## src/rtl/fft_frame_sched.sv

```systemverilog
// fft_frame_sched: sequences one FFT frame (core reset, start pulse, magnitude unload) and reports
// the banded peak, with timeout and frame-length error flags.
module fft_frame_sched #(
    parameter int N_POINTS  = 1024,
    parameter int AW        = 10,
    parameter int RST_CYC   = 4,
    parameter int START_CYC = 2,
    parameter int PK_LO     = 1,
    parameter int PK_HI     = 511,
    parameter int TMO       = 65535
) (
    input  logic          clk,
    input  logic          rst,
    input  logic          trig,
    input  logic          cont_mode,
    input  logic          abort,
    output logic          fft_rst,
    output logic          fft_start,
    input  logic [15:0]   amp,
    input  logic          amp_sop,
    input  logic          amp_eop,
    input  logic          amp_valid,
    output logic          busy,
    output logic          frame_done,
    output logic [15:0]   peak_amp,
    output logic [AW-1:0] peak_bin,
    output logic [15:0]   frame_cnt,
    output logic          err_tmo,
    output logic          err_len
);
    localparam int CMAX = RST_CYC > START_CYC ? RST_CYC : START_CYC;
    localparam int CW   = $clog2(CMAX + 1);
    localparam int TW   = $clog2(TMO + 1);
    localparam logic [CW-1:0] RST_LAST   = CW'(RST_CYC - 1);
    localparam logic [CW-1:0] START_LAST = CW'(START_CYC - 1);
    localparam logic [TW-1:0] TMO_LAST   = TW'(TMO - 1);
    localparam logic [AW-1:0] BIN_LAST   = AW'(N_POINTS - 1);
    localparam logic [AW-1:0] LO         = AW'(PK_LO);
    localparam logic [AW-1:0] HI         = AW'(PK_HI);

    typedef enum logic [2:0] {IDLE, CRST, START, WSOP, UNLD, DONE} state_t;

    state_t        state, nxt;
    logic [CW-1:0] cnt, cnt_nx;
    logic [TW-1:0] tmo, tmo_nx;
    logic [AW-1:0] bin, bin_nx, cur;
    logic [15:0]   run_max, run_max_nx, base;
    logic [AW-1:0] run_bin, run_bin_nx;
    logic          ovf, upd, beat, good, set_tmo, set_len;

    // cur is the bin of the beat on the bus; ovf marks beats past the last bin, which are dropped
    always_comb begin
        ovf        = !amp_sop && bin == BIN_LAST;
        cur        = amp_sop ? '0 : bin + 1'b1;
        base       = amp_sop ? '0 : run_max;
        upd        = !ovf && cur >= LO && cur <= HI && amp > base;
        beat       = amp_valid && (amp_sop || state == UNLD);
        good       = !ovf && cur == BIN_LAST;
        nxt        = state;
        cnt_nx     = cnt;
        tmo_nx     = tmo;
        bin_nx     = bin;
        run_max_nx = run_max;
        run_bin_nx = run_bin;
        set_tmo    = 1'b0;
        set_len    = 1'b0;
        case (state)
            IDLE: if (trig) begin
                nxt    = CRST;
                cnt_nx = '0;
            end
            CRST: begin
                cnt_nx = cnt + 1'b1;
                if (cnt == RST_LAST) begin
                    nxt    = START;
                    cnt_nx = '0;
                end
            end
            START: begin
                cnt_nx = cnt + 1'b1;
                if (cnt == START_LAST) begin
                    nxt    = WSOP;
                    tmo_nx = '0;
                end
            end
            WSOP, UNLD: if (beat) begin
                tmo_nx     = '0;
                bin_nx     = ovf ? bin : cur;
                run_max_nx = upd ? amp : base;
                run_bin_nx = upd ? cur : (amp_sop ? LO : run_bin);
                nxt        = !amp_eop ? UNLD : good ? DONE : IDLE;
                set_len    = amp_eop && !good;
            end else if (tmo == TMO_LAST) begin
                nxt     = IDLE;
                set_tmo = 1'b1;
            end else begin
                tmo_nx = tmo + 1'b1;
            end
            DONE: begin
                nxt    = cont_mode ? START : IDLE;
                cnt_nx = '0;
            end
            default: nxt = IDLE;
        endcase
        if (abort && state != IDLE) begin
            nxt     = IDLE;
            set_tmo = 1'b0;
            set_len = 1'b0;
        end
    end

    // outputs are registered from the next state so they line up with the state they describe
    always_ff @(posedge clk or negedge rst) begin
        if (!rst) begin
            state      <= IDLE;
            cnt        <= '0;
            tmo        <= '0;
            bin        <= '0;
            run_max    <= '0;
            run_bin    <= '0;
            fft_rst    <= 1'b0;
            fft_start  <= 1'b0;
            busy       <= 1'b0;
            frame_done <= 1'b0;
            peak_amp   <= '0;
            peak_bin   <= '0;
            frame_cnt  <= '0;
            err_tmo    <= 1'b0;
            err_len    <= 1'b0;
        end else begin
            state      <= nxt;
            cnt        <= cnt_nx;
            tmo        <= tmo_nx;
            bin        <= bin_nx;
            run_max    <= run_max_nx;
            run_bin    <= run_bin_nx;
            fft_rst    <= nxt == CRST;
            fft_start  <= nxt == START;
            busy       <= nxt != IDLE;
            frame_done <= nxt == DONE;
            if (nxt == DONE) begin
                peak_amp  <= run_max_nx;
                peak_bin  <= run_bin_nx;
                frame_cnt <= frame_cnt + 1'b1;
            end
            err_tmo    <= (state == IDLE && trig) ? 1'b0 : err_tmo | set_tmo;
            err_len    <= (state == IDLE && trig) ? 1'b0 : err_len | set_len;
        end
    end
endmodule

```

## config.mk

```make
export PLATFORM = sky130hd
export DESIGN_NAME = fft_frame_sched
export DESIGN_NICKNAME = d
export VERILOG_FILES = /design/src/rtl/fft_frame_sched.sv
export SDC_FILE = /design/constraint.sdc
export NUM_CORES = 1
export LEC_CHECK = 0
export ABC_CLOCK_PERIOD_IN_PS = 6800
export CAP_MARGIN = 0
export CORE_ASPECT_RATIO = 0.8
export CORE_MARGIN = 3
export CORE_UTILIZATION = 28
export CTS_BUF_LIST = sky130_fd_sc_hd__clkbuf_16
export CTS_CLUSTER_SIZE = 10
export DETAILED_ROUTE_END_ITERATION = 16
export PLACE_DENSITY = 0.56
export SYNTH_ARGS = -nofsm -noshare
export SYNTH_HDL_FRONTEND = slang
export SYNTH_SLANG_ARGS = --single-unit
export TNS_END_PERCENT = 5
```

## constraint.sdc

```tcl
create_clock -name clk -period 6.8 [get_ports clk]
set_clock_uncertainty 0.05 [all_clocks]
set_input_delay 1.7 -clock clk [delete_from_list [all_inputs] [get_ports clk]]
set_output_delay 1.7 -clock clk [all_outputs]
set_load 0.02 [all_outputs]
```

# [Word-level counts from Yosys, hierarchy flattened]
# Cells that the tools add are included.
[word_totals] regBits=106 inputBits=24 out_inout_bits=48 word_cells=98
[op_classes] addsub=4 order_cmp=3 n_eq_ne=16 muxes=35 n_bitwise=3 reduce_logical=22
[op_table] operator="two-way mux 16 bit" n=7
[op_table] operator="two-way mux 10 bit" n=5
[op_table] operator="adder 16 x 1 -> 16 bit (second input constant)" n=2
[op_table] operator="case mux 16 bit (2 select lines)" n=1
[op_table] operator="two-way mux 3 bit" n=10
[op_table] operator="== test 10 bit (second input constant)" n=2
[op_table] operator="== test 16 bit (second input constant)" n=1
[op_table] operator="greater-than comparator 16 bit" n=1
[op_table] operator="case mux 3 bit (5 select lines)" n=1
[op_table] operator="== test 3 x 2 -> 1 bit (second input constant)" n=4
[op_table] operator="case mux 3 bit (4 select lines)" n=1
[op_table] operator="adder 10 x 1 -> 10 bit (second input constant)" n=1
[op_table] operator="greater-or-equal comparator 10 x 1 -> 1 bit (second input constant)" n=1
[op_table] operator="less-or-equal comparator 10 x 9 -> 1 bit (second input constant)" n=1
[op_table] operator="== test 3 x 1 -> 1 bit (second input constant)" n=3
[op_table] operator="== test 3 bit (second input constant)" n=3
[op_table] operator="logical AND 1 bit" n=9
[op_table] operator="two-way mux 1 bit" n=9
[op_table] operator="AND reduction 3 bit" n=2
[op_table] operator="nonzero test 3 bit" n=2
[op_table] operator="inequality test 2 bit (second input constant)" n=2
[op_table] operator="nonzero test 4 bit" n=1
[op_table] operator="adder 3 x 1 -> 3 bit (second input constant)" n=1
[op_table] operator="logical NOT 1 bit" n=3
[op_table] operator="other kinds (9)" n=10

# [Longest topological paths before layout]
# Gate-level depths: netlist (run 1).
[depth] word_depth=11 mapped_depth=15 depth_no_buf=9

# [Worst setup path before layout (run 1)]
# Ideal clock, no wire load.
[synth_path] kind="in2reg" from="input port amp_sop" to="register peak_amp[0]" setup_time_ps=92 arrival_ps=4624 setup_slack_ps=2034 stages=15 path_buffers=6 cell_sequence="buf_2 > buf_1 > clkbuf_1 > clkbuf_1 > nand2b_1 > ha_1 > a21oi_1 > o21ai_0 > a221o_1 > o311ai_2 > nor3_2 > a21o_1 > buf_6 > buf_6 > o31ai_2"
[synth_between] elab_chain_cells=10 word_cells_on_any_way=24 cone_classes="3 x order compare; 2 x eq/ne; 10 x mux; 9 x reduce/logical"
[synth_rtl] item="start: declaration" line="20" rtl="input logic amp_sop,"
[synth_rtl] item="parallel branches: the longest is 10 deep, another holds two-way mux 10 bit"
[synth_rtl] item="end signal: assignment" line="142" rtl="peak_amp <= run_max_nx;"
[synth_rtl] item="end: declaration" line="25" rtl="output logic [15:0] peak_amp,"
# Parallel ways; which one is timed is not known.
# A chain may end at the register's enable or synchronous reset.

# [Worst setup path after layout (run 1)]
[layout_path] from="input port amp_sop" to="register run_max[13]"
[layout_between] elab_chain_cells=9 word_cells_on_any_way=16 cone_classes="3 x order compare; 5 x mux; 8 x reduce/logical"
[layout_rtl] item="parallel branches: the longest is 7 deep, another holds greater-than comparator 16 bit"
[layout_rtl] item="two-way mux 16 bit (*)" line="86" rtl="WSOP, UNLD: if (beat) begin"
[layout_rtl] item="two-way mux 16 bit (*)" line="67" rtl="case (state)"
[layout_rtl] item="named net run_max_nx[13]" line="47" rtl="logic [15:0] run_max, run_max_nx, base;"
[layout_rtl] item="end signal: assignment" line="135" rtl="run_max <= run_max_nx;"
[layout_rtl] item="end: declaration" line="47"
# Mark *: on every way through the listed nets, which the timed path passes.

==> results of run 1 <==
-- layout make-up --
class,count,area (µm²),share of cell area
inverter,40,150,0.0216
clock buffer,9,225,0.0325
sequential,106,2650,0.382
tap,258,323,0.0465
clock inverter,6,65.1,0.00938
multi-input combinational,424,2750,0.396
timing repair buffer,80,776,0.112
-- placed cells by master, fill, tap and decap left out, drive strengths merged, types with 15 or more instances in the layout --
| cell type | count |
|---|---|
| nor2 | 44 |
| clkdlybuf4s50 | 70 |
| and3 | 15 |
| o31ai | 25 |
| nand2b | 22 |
| o21ai | 47 |
| ha | 24 |
| dfrtp | 106 |
| nand2 | 75 |
| nand3 | 25 |
| inv | 42 |
| xor2 | 16 |
| a21oi | 29 |
-- Yosys cell counts, types with 4 or more instances --
cell      count  area, µm²
o21ai_0      34        170
o31ai_1       8       60.1
nor2_1       44        165
clkbuf_1     13       48.8
o21ai_1      12       60.1
nand4_1       7       43.8
a21o_1        5       37.5
a21oi_1      29        145
buf_2         9       45.0
and2_1        4       25.0
and4_1        5       43.8
xnor2_1      11       96.3
nand2_1      75        282
nand3_1      25        125
nor3_1        9       45.0
mux2_2       10        113
or3_1         4       25.0
o31ai_2      17        213
inv_1        40        150
nand2b_1     22        138
ha_1         24        300
xor2_1       16        140
nor2b_1       6       37.5
and3_1       15       93.8
dfrtp_1     106       2650
-- routing by layer --
metal  part of all wire  GRT usage
met5                  0          0
met2               0.41      0.179
met3              0.053     0.0435
met4             0.0078     0.0210
met1               0.53      0.193
-- report_power, final --
group / internal [W] / switching (W) / total (W)
sequential: 0.000800 / 0.000123 / 0.000923
combinational: 0.000335 / 0.000426 / 0.000761
clock: 0.000285 / 0.000241 / 0.000526
-- flip-flops by register name, summed over array words and instances, names as in the netlist --
name,flops
peak_amp,16
tmo,16
fft_start,1
run_max,16
err_len,1
peak_bin,10
frame_done,1
cnt,3
state,3
bin,10
run_bin,10
busy,1
fft_rst,1
frame_cnt,16
err_tmo,1
-- through the flow --
stage                     utilization  setup WS (ns)  cells  hold WS, ns
after floorplan                     -           2.03    596        0.399
after global placement          0.342           1.49    908        0.419
after detailed placement        0.342           1.30    908        0.424
after CTS                       0.357           1.64    923        0.440
after global routing            0.357           1.40    923        0.466
final                           0.357           1.73    923        0.432
-- worst min path at each step --
stage,cells after the start,startpoint,slack [ns],to
after floorplan,1,run_bin[9],0.40,run_bin[9]
after global placement,2,peak_bin[3],0.42,peak_bin[3]
after detailed placement,2,peak_amp[14],0.42,peak_amp[14]
after CTS,2,peak_amp[14],0.44,peak_amp[14]
after global routing,2,peak_amp[7],0.47,peak_amp[7]
final,2,peak_bin[4],0.43,peak_bin[4]
-- logic make-up after synthesis --
family | Yosys count | synth area share
XOR/XNOR | 27 | 0.0417
multiplexers | 13 | 0.0260
flip-flops | 106 | 0.468
buffers and inverters | 66 | 0.0496
AND/OR/NAND/NOR | 230 | 0.202
adder cells (fa/ha/maj) | 24 | 0.0529
AO/OA/AOI/OAI | 130 | 0.160
-- worst max-delay path: stages --
cell	delay (ns)
clkdlybuf4s50_1	0.78
nand2b_1	0.32
ha_1	0.29
nand3_1	0.11
nor4_1	0.53
o21a_1	0.22
o311ai_2	0.16
nor3_2	0.17
a21o_2	0.37
buf_4	0.41
o21ai_0	0.15
==> results by group, run 1 <==
Global routing
  • Total congestion overflow: 0
  • First-pass GRT wire length: roughly 23 mm
  • Vias in the first global route: 4315
  • Tot GR Track Use: 0.128
  • Largest net degree at the start of global routing: 67
  • Initial antenna violation count: 0

Detailed routing
  • Overall routed net length: about 13 mm
  • DR vias/cell: between 4 and 5
  • Vias: between 4000 and 5000
  • Number of remaining DRC errors: 0
  • Post-DRT Antenna Nets: 0
  • Avg WL per Cell: 14.5 µm
  • Iteration count of the initial detailed-routing pass: 4
  • DRT iter0 DRCs: about 290

STA
  • Final TNS setup: 0 ns
  • Period minus WS final: 5.07 ns
  • RSZ-0062 raised after global routing: false
  • Worst-Margin Slew: 0.863 ns
  • Setup-failing EPs final: 0
  • Final hold vios: 0
  • Final period util: 0.746
  • Rel. slew slack: 0.425
  • Peak Freq: 197 MHz
  • Final Max Tran Viols: 0

Setup path
  • Worst r2r dst: peak_amp[13]
  • CP endpoint kind: register
  • Crit. Startpoint: amp_sop
  • Crit path arrival time: 5.24 ns
  • CP Launch Type: primary input
  • CP Max Fanout: 28
  • Worst reg2reg setup slack: 3.64 ns
  • CP Class: primary input to register
  • Crit path required time: between 6 and 7 ns
  • Reg2Reg Depth: 9
  • R2R Path Start: bin[0]
  • Crit path to: run_max[13]

Final layout
  • P&R area growth vs syn: 22.3%
  • # fillers: 1965
  • Final #Nets: 709
  • Layout cells sized above 1: 0.0917
  • Diodes inserted: 0
  • Post-route cell area: 6940 µm²

Clock network
  • Max clock buf depth: 2
  • Worst-skew pair later-pin latency: 0.35 ns
  • Clk sinks: 106
  • Post_cts resized: 0
  • CTS tree: yes
  • H-tree levels: 3
  • Clock buffer count from CTS: 9
  • Setup Buffers After CTS: 0
  • Root buffer cell: clkbuf_16
  • Worst-path clk slew: ~0.070 ns
  • Hold Buf Count CTS: 0

Power
  • Tot Pwr: 0.00221 W
  • PwrDens: 319 nW/µm²
  • P_leak: about 3.2 nW
  • Peak supply drop: approximately 0.13 mV

Synth
  • Synth Flop Type: dfrtp_1
  • Synthesis-stage register bit count: 106
  • Number of flops mapped to enable cells by yosys: 0
  • Synth Cell Area: 5670 µm²
  • Syn. warnings: 0
  • Library cells used by synthesis: 56
  • Sequential fraction of the synthesis area: 0.468
  • Syn Nets: 644
  • Syn avg cell area: 9.52 µm²
  • Mapped Cells: 596
  • Async set or reset register ratio after synthesis: 1.00

Place
  • Input/output buffers: 71
  • Hpwl dp: 9.69 mm
  • Placement Cell Area: 6650 µm²
  • Final GP Congestion: 0.773

Floorplan
  • Die width: about 170 µm
  • Die Ht: 133 µm
  • Ports: 72
  • Row count: 45
  • Initial core utilization: 0.292
  • Core box area: a little under 20000 µm²
  • Area of the die: about 22000 µm²

Run status
  • Status: finished, final reports clean

Min path
  • Hold Path Class: register to register

Run
  • Max Cap Viol: 0
Note: power is estimated with default switching activity, not from simulation.
==> run 2, diff against run 1 <==
- ABC_CLOCK_PERIOD_IN_PS: 6800 -> 4700
- clock period: 6.8 -> 4.7 ns (I/O delays scaled with it)
==> run 2 against run 1 <==
- global-route usage is essentially flat
- critical endpoint is now run_max[7]
- worst setup slack worse by 1.3 ns
- register-to-register slack worse by 2.1 ns
- sequential share of layout area shrank 0.42 points
- flip-flop and latch count is the same
- largest cell class unchanged
- final cell count rose by 0.11%
- core utilization up 0.39 points
- clock power increased by 66%
- non-clock buffer count is the same
- largest power group unchanged
- routed wire length down 0.21%
- clock-buffer cell count is the same
- critical path depth stayed put
==> results by group, run 2 (synthesis results as in run 1) <==
Global routing
  • Tot GR Track Use: 0.128
  • Largest net degree at the start of global routing: 64
  • First-pass GRT wire length: 22.7 mm
  • Initial antenna violation count: 0
  • Total congestion overflow: 0
  • Vias in the first global route: 4348

Final layout
  • Diodes inserted: 0
  • Layout cells sized above 1: 0.0931
  • # fillers: 1976
  • Most frequent cells in the layout: dfrtp_1, nand2_1, clkdlybuf4s50_1
  • Final #Nets: around 710
  • P&R area growth vs syn: 23.7%
  • Multi-input logic area: 2750 µm²
  • Sequential Area: 2650 µm²
  • Most common library cell in the layout ignoring fill and taps: dfrtp_1

Floorplan
  • Area of the die: about 22000 µm²
  • Die Ht: ~130 µm
  • Core box area: between 15000 and 20000 µm²
  • Die width: approximately 170 µm
  • Ports: a little over 70
  • Row count: 45
  • Initial core utilization: 0.292

STA
  • Final Max Tran Viols: 0
  • Worst-Margin Slew: 1.01 ns
  • Setup-failing EPs final: 0
  • Rel. slew slack: 0.328
  • RSZ-0062 raised after global routing: false
  • Final period util: 0.900
  • Final hold vios: 0
  • Peak Freq: ~240 MHz
  • Period minus WS final: 4.23 ns
  • Hold slack: approximately 0.43 ns
  • Final TNS setup: 0 ns

Min path
  • Hold Path Class: register to register

Clock network
  • Clock buffer count from CTS: 9
  • H-tree levels: 3
  • Post_cts resized: 0
  • Setup Buffers After CTS: 0
  • Worst-path clk slew: 0.07 ns
  • Root buffer cell: clkbuf_16
  • CTS tree: yes
  • Hold Buf Count CTS: 0
  • Worst-skew pair later-pin latency: approximately 0.35 ns
  • Clk sinks: 106
  • Max clock buf depth: 2

Place
  • Hpwl dp: ~9.5 mm
  • Final GP Congestion: 0.790
  • Input/output buffers: between 70 and 80

Power
  • P_leak: around 3.2 nW
  • Peak supply drop: 0.172 mV
  • PwrDens: approximately 470 nW/µm²

Detailed routing
  • Iteration count of the initial detailed-routing pass: 4
  • DR vias/cell: 4.75
  • Vias: 4389
  • DRT iter0 DRCs: between 200 and 250
  • Post-DRT Antenna Nets: 0
  • Number of remaining DRC errors: 0
  • Avg WL per Cell: 14.5 µm
  • Overall routed net length: ~13 mm

Run
  • Max Cap Viol: 0

Setup path
  • Crit path arrival time: about 4.4 ns
  • Worst path cell trace: clkdlybuf4s50_1 > buf_12 > nand2b_1 > ha_1 > nand3_1 > nor4_1 > o21a_1 > o311ai_2 > nor3_2 > a21o_2 > o21ai_0
  • CP Class: primary input to register
  • Buf/Inv on CP: 2
  • Slowest CP cell: a21o_2
  • CP top delay family: compound AO/OA/AOI/OAI gates
  • Crit path required time: about 4.9 ns
  • CP Launch Type: primary input
  • CP Max Fanout: 45
  • Largest stage delay, worst path: roughly 0.80 ns
  • CP endpoint kind: register

Run status
  • Status: finished, final reports clean
run 2: cell type report:
class	count	share of cell area
multi-input cells	424	0.392
repair buffers	80	0.114
flip-flops and latches	106	0.378
well taps	258	0.0460
inverters	40	0.0214
clock inverters	7	0.0166
clock buffers	9	0.0321
run 2: layer usage:
layer | global-route usage | wire length, µm | vias to the layer above
li1 | - | - | 2201
met1 | 0.194 | 7020 | 2115
met2 | 0.175 | 5550 | 63
met3 | 0.0389 | 683 | 10
met4 | 0.0293 | 135 | 0
met5 | 0 | 0 | -
run 2: worst min-delay path, cell delays in order, from the launching register on:
cell and delay, ns:
dfrtp_1 0.35, nand2_1 0.05, o31ai_1 0.05
run 2: power by group:
group | internal [W] | switching [W]
Sequential | 0.00116 | 0.000176
Clock | 0.000522 | 0.000352
Combinational | 0.000489 | 0.000611
run 2: worst paths after layout:
kind	to	cells past startpoint	from	slack, ns
max	run_max[7]	11	amp_sop	0.47
min	peak_bin[4]	2	peak_bin[4]	0.43
max reg2reg	peak_bin[5]	8	bin[0]	1.51
min reg2reg	peak_bin[4]	2	peak_bin[4]	0.43
max in group asynchronous	peak_amp[12]	2	rst	2.89
min in group asynchronous	frame_cnt[14]	1	rst	0.85
run 2: per-stage QoR:
step | area [µm²] | setup WS [ns] | std cells | util | power (W)
final | 7020 | 0.468 | 924 | 0.361 | 0.00331
after global routing | 7020 | 0.123 | 924 | 0.361 | 0.00356
after CTS | 7020 | 0.444 | 924 | 0.361 | 0.00336
after detailed placement | 6670 | 0.0853 | 908 | 0.344 | 0.00246
after global placement | 6670 | 0.226 | 908 | 0.344 | 0.00245
after floorplan | 5670 | 0.459 | 596 | - | 0.00203
